**src/rtl/cbus_arbiter_pkg.sv**
```systemverilog
// Cache-bus payload types shared by the cbus arbiter, its interface and its users.
package cbus_arbiter_pkg;

    localparam int unsigned ADDR_W  = 32;
    localparam int unsigned DATA_W  = 32;
    localparam int unsigned ORDER_W = 2;

    // Burst length is 2**order beats.
    typedef struct packed {
        logic               valid;
        logic               is_write;
        logic [ADDR_W-1:0]  addr;
        logic [ORDER_W-1:0] order;
        logic [DATA_W-1:0]  wdata;
    } cbus_req_t;

    typedef struct packed {
        logic              okay;
        logic              last;
        logic [DATA_W-1:0] rdata;
    } cbus_resp_t;

endpackage

```
**src/rtl/cbus_arbiter_if.sv**
```systemverilog
// Bundle of the arbiter's upstream request/response arrays and its single downstream port.
interface cbus_arbiter_if
    import cbus_arbiter_pkg::*;
#(
    parameter int unsigned NUM_INPUTS = 2
);

    cbus_req_t  cbus_reqs  [NUM_INPUTS];
    cbus_resp_t cbus_resps [NUM_INPUTS];
    cbus_req_t  mux_req;
    cbus_resp_t mux_resp;

    // slave: the arbiter's view; master: the requesters plus the downstream bridge.
    modport slave (
        input  cbus_reqs,
        input  mux_resp,
        output cbus_resps,
        output mux_req
    );

    modport master (
        output cbus_reqs,
        output mux_resp,
        input  cbus_resps,
        input  mux_req
    );

endinterface

```
**src/rtl/cbus_arbiter.sv**
```systemverilog
// N-to-1 cache-bus arbiter: grants one requester per transaction and holds it until the last beat.
// Define CBUS_ARBITER_RR_EN for round-robin arbitration; otherwise lowest index wins.
module cbus_arbiter
    import cbus_arbiter_pkg::*;
#(
    parameter int unsigned NUM_INPUTS = 2
) (
    input  logic          clk,
    input  logic          resetn,
    cbus_arbiter_if.slave bus
);

    localparam int unsigned      IDX_W    = (NUM_INPUTS > 1) ? $clog2(NUM_INPUTS) : 1;
    localparam logic [IDX_W-1:0] LAST_IDX = IDX_W'(NUM_INPUTS - 1);

    typedef enum logic {
        IDLE = 1'b0,
        BUSY = 1'b1
    } state_t;

    state_t           state;
    state_t           state_nxt;
    logic [IDX_W-1:0] owner;
    logic [IDX_W-1:0] owner_nxt;
    logic [IDX_W-1:0] last_grant;
    logic [IDX_W-1:0] last_grant_nxt;
    logic [IDX_W-1:0] winner;
    logic             found;
    logic [NUM_INPUTS-1:0] valids;

    // Gather request valids into a vector for the winner search.
    always_comb begin
        valids = '0;
        for (int unsigned i = 0; i < NUM_INPUTS; i++) begin
            valids[i] = bus.cbus_reqs[i].valid;
        end
    end

`ifdef CBUS_ARBITER_RR_EN
    logic [IDX_W-1:0] cand;

    // Search starts just after the previous grant, wrapping modulo NUM_INPUTS.
    always_comb begin
        winner = '0;
        found  = 1'b0;
        cand   = '0;
        for (int unsigned k = 1; k <= NUM_INPUTS; k++) begin
            cand = IDX_W'((32'(last_grant) + k) % NUM_INPUTS);
            if (!found && valids[cand]) begin
                winner = cand;
                found  = 1'b1;
            end
        end
    end
`else
    // Fixed priority: the lowest valid index wins.
    always_comb begin
        winner = '0;
        found  = 1'b0;
        for (int unsigned i = 0; i < NUM_INPUTS; i++) begin
            if (!found && valids[i]) begin
                winner = IDX_W'(i);
                found  = 1'b1;
            end
        end
    end
`endif

    always_ff @(posedge clk) begin
        if (!resetn) begin
            state      <= IDLE;
            owner      <= '0;
            last_grant <= LAST_IDX;
        end else begin
            state      <= state_nxt;
            owner      <= owner_nxt;
            last_grant <= last_grant_nxt;
        end
    end

    // Next state and the owner-only request/response routing.
    always_comb begin
        state_nxt      = state;
        owner_nxt      = owner;
        last_grant_nxt = last_grant;
        bus.mux_req    = '0;
        for (int unsigned i = 0; i < NUM_INPUTS; i++) begin
            bus.cbus_resps[i] = '0;
        end

        case (state)
            IDLE: begin
                if (found) begin
                    state_nxt      = BUSY;
                    owner_nxt      = winner;
                    last_grant_nxt = winner;
                end
            end
            BUSY: begin
                bus.mux_req           = bus.cbus_reqs[owner];
                bus.cbus_resps[owner] = bus.mux_resp;
                if (bus.mux_resp.last) begin
                    state_nxt = IDLE;
                end
            end
            default: begin
                state_nxt = IDLE;
            end
        endcase
    end

endmodule

```
**src/flat_wrapper.sv**
```systemverilog
// flat-port wrapper written by rule: the top's interface ports become plain ports
module cbus_arbiter_flat import cbus_arbiter_pkg::*;
#(
    parameter int unsigned NUM_INPUTS = 2
)
  (clk, resetn, bus_cbus_reqs, bus_mux_resp, bus_cbus_resps, bus_mux_req);
  cbus_arbiter_if #(.NUM_INPUTS(NUM_INPUTS)) bus_i ();
  input  logic clk;
  input  logic resetn;
  input wire logic [$bits(bus_i.cbus_reqs)-1:0] bus_cbus_reqs;
  input wire logic [$bits(bus_i.mux_resp)-1:0] bus_mux_resp;
  output wire logic [$bits(bus_i.cbus_resps)-1:0] bus_cbus_resps;
  output wire logic [$bits(bus_i.mux_req)-1:0] bus_mux_req;
  assign bus_i.cbus_reqs = {>>{bus_cbus_reqs}};
  assign bus_i.mux_resp = bus_mux_resp;
  assign bus_cbus_resps = {>>{bus_i.cbus_resps}};
  assign bus_mux_req = bus_i.mux_req;
  cbus_arbiter #(.NUM_INPUTS(NUM_INPUTS)) u_core (.clk(clk), .resetn(resetn), .bus(bus_i));
endmodule
```
**config.mk**
```make
export PLATFORM = sky130hd
export DESIGN_NAME = cbus_arbiter_flat
export DESIGN_NICKNAME = d
export VERILOG_FILES = /design/src/rtl/cbus_arbiter_pkg.sv /design/src/rtl/cbus_arbiter_if.sv /design/src/rtl/cbus_arbiter.sv /design/src/flat_wrapper.sv
export SDC_FILE = /design/constraint.sdc
export NUM_CORES = 1
export LEC_CHECK = 0
export ABC_CLOCK_PERIOD_IN_PS = 1100
export CAP_MARGIN = 20
export CORE_AREA = 2 2 121 123
export CTS_CLUSTER_DIAMETER = 60
export DETAILED_ROUTE_END_ITERATION = 10
export DIE_AREA = 0 0 123 125
export GPL_TIMING_DRIVEN = 0
export PLACE_DENSITY = 0.55
export SETUP_SLACK_MARGIN = 0.02
export SLEW_MARGIN = 20
export SYNTH_ARGS = -nofsm -noshare
export SYNTH_HDL_FRONTEND = slang
export SYNTH_SLANG_ARGS = --single-unit
```
**constraint.sdc**
```tcl
create_clock -name clk -period 1.1 [get_ports clk]
set_clock_uncertainty 0.05 [all_clocks]
set_input_delay 0.165 -clock clk [delete_from_list [all_inputs] [get_ports clk]]
set_output_delay 0.165 -clock clk [all_outputs]
set_load 0.01 [all_outputs]
```
==> impl_results.md <==
- Post-detail-place hpwl: around 9600 um
- Starting Density: 12.8%
- Achievable Freq: between 0.5 and 0.6 GHz
- CP startpoint kind: flip-flop
- Port buffer count: 307
- # fillers: 1432
- Reg-to-reg critical path startpoint: u_core.state$_SDFF_PN0_
- Violated checks: negative setup slack
- Commonest non-fill, non-tap cells in the layout: 171 x clkdlybuf4s50_1, 77 x buf_2, 75 x buf_6
- Worst path max stage delay: between 0.3 and 0.4 ns
- Final hold violations: 0
- Fin crit share: 154%
- Non-filler cells, final: 783
- Iteration-0 DRC count of the detailed router: 38
- Outcome: complete, but fails checks
- Routed len/inst: between 15 and 20 um
- GR Overflow Total: 0
- Final WS setup: -0.599 ns
- Final wirelength: 12400 um
- Vias: 3102
- Mapped Nets: a little over 400
- R2R Setup Slk: -0.15 ns
- Worst rel slew slack: 88.7%
- Drt pass-1 iters: 3
- Register area share after synthesis: ~2.2%
- Antenna violations before repair: 0
- #FFs+latches synth: 2
- Worst path required time: 0.88 ns
- H-tree depth: 1
- Leak: ~2.7 nW
- TNS Setup: -64.39 ns
- Core region area: 14200 sq um
- CP top delay family: buffers and inverters
- Die width: roughly 120 um
- # diodes: 0
- Worst EP arrival: 1.48 ns
- Row count: 44
- Mean post-synth cell area: 7.57 sq um
- Power Total: about 3.3 mW
- Maximum VDD drop: 0.455 mV
- CTS Sinks: 2
- Clk Tree Root Cell: clkbuf_16
- Gr usage total: ~15%
- Top cell by count, worst path: buf_4
- Placed Cells: 731
- Synth top area share: 37.4%
- Reg-to-Reg End: u_core.state$_SDFF_PN0_
- Distinct cells, synth: 16
- Worst hold stages: 2
- Final setup vio count: between 100 and 150
- Placer Congestion: between 0.7 and 0.8
- Largest fanout on the critical path: 5
- Final Net Count: roughly 770
- Vias in the first global route: 3188
- Worst hold path type: in -> reg
- Slew Viols, Final: 0
- Clk_lat worst skew: about 0.22 ns
- Most common cell after layout, fill and taps aside: clkdlybuf4s50_1
- Multi-input logic area: 1920 sq um
- Worst Setup End Kind: primary output
- I/O Pins: 308
- Critical-path cell list: buf_4 -> nor2b_4 -> buf_12 -> buf_4 -> clkbuf_8 -> and2_4 -> buf_6
- R2R cell count: 5
- Total CTS buffers: 3
- Min Hold Slack: 0.502 ns
- Ys Warns: 0
- Worst setup path category: reg -> out
- Largest net degree at the start of global routing: 11
- Synth Cell Area: 1820 sq um
- Hold endpoint: u_core.owner$_SDFFE_PN0P_
- Slew at the pin with the worst max-slew slack: 0.165 ns
- Largest cells by area after synthesis: mux2i_1 37%, nor2b_1 24%, and3_1 12%, and2_1 11%, buf_12 4.4%
- CTS tree: done
- DRC violations left: 0
- Unrepaired setup endpoints after global routing: true
- Storage element area: 45.0 sq um
- Hold Crit Start: resetn
- Clock transition at the registers of the reported paths: around 0.030 ns
- ANT nets after route: 0
- Area Growth Syn to Fin: 236%
- Vias per inst: slightly below 4
- Max-Cap Viols: 0
- Yosys top cell by area: mux2i_1
- Die ar.: approximately 15000 sq um
- Pwr dens: 536 nW/um^2
- CP Buf/Inv Count: 5
- Clock Tree Buf Depth: 2
- First-pass GRT wire length: 17700 um
- Syn Inst Count: 240
- Layout cells sized above 1: 51.3%
- Die Y: roughly 130 um
- Minimum clock period: 1.70 ns
- Slowest stage cell on the critical path: dfxtp_4
through the flow:
step	worst slack [ns]	utilization (%)	instance area, sq um
floorplan	-0.107	-	2150
global placement	-0.843	38.4	5450
detailed placement	-0.865	38.4	5450
CTS	-0.679	42.2	5990
global route	-0.663	43.0	6100
finish	-0.599	43.0	6100
timing repair:
| item | in CTS | in global routing |
|---|---|---|
| pin swaps | 0 | 2 |
| setup endpoints to repair | 138 | 138 |
| setup buffers | 27 | 23 |
| hold buffers | 0 | 0 |
| gates resized for setup | 660 | 59 |
| cloned | 11 | 4 |
registers in the layout, indices dropped and copies added (netlist names):
signal and flops:
u_core.state 1, u_core.owner 1
Yosys cell counts:
cell type	count
o221a_2	1
and2_1	33
o311a_1	1
clkbuf_1	13
dfxtp_1	2
nor2b_1	69
clkbuf_2	2
nor2b_4	1
and3_1	34
mux2i_1	68
nand2_1	2
buf_12	4
buf_4	7
inv_1	1
nor2_1	1
buf_2	1
worst reg2reg max path, stage by stage (launching register included):
cell       delay [ns]
dfxtp_2          0.31
buf_8            0.12
buf_6            0.12
buf_6            0.11
clkbuf_16        0.14
o311a_1          0.28
routing by layer:
layer | up-vias | GRT usage (%) | routed length [um]
li1 | 1526 | - | -
met1 | 1384 | 14.5 | 4130
met2 | 186 | 29.3 | 6670
met3 | 6 | 4.70 | 1480
met4 | 0 | 2.54 | 114
met5 | - | 0 | 0
report_power, final:
part	internal (mW)	switching (mW)	leakage [nW]
Combinational	1.72	0.921	2.66
Clock	0.462	0.0813	0.0370
Sequential	0.0791	0.00761	0.0175
Total	2.27	1.01	2.71
area by class of cell:
cell class	instances	area share [%]
sequential	2	0.738
clock buffer	3	1.23
inverter	1	0.0615
multi-input combinational	210	31.5
buffer	20	5.60
tap	184	3.77
timing repair buffer	363	57.1
how the worst max path moves through the flow:
stage,cells after the start,to,startpoint
after floorplan,5,bus_mux_req[35],u_core.owner$_SDFFE_PN0P_
after global placement,5,bus_cbus_resps[26],u_core.owner$_SDFFE_PN0P_
after detailed placement,5,bus_cbus_resps[33],u_core.owner$_SDFFE_PN0P_
after CTS,8,bus_mux_req[57],u_core.owner$_SDFFE_PN0P_
after global routing,7,bus_mux_req[53],u_core.owner$_SDFFE_PN0P_
final,7,bus_cbus_resps[47],u_core.owner$_SDFFE_PN0P_
cells by family (layout without fill, tap and decap cells):
group | count (synthesis) | in the layout | share of synthesized area [%]
buf+inv | 28 | 387 | 11.0
compound gates | 2 | 2 | 1.17
flops | 2 | 2 | 2.20
mux | 68 | 68 | 37.4
simple gates | 140 | 140 | 48.2
(Power assumes the default switching activity.)
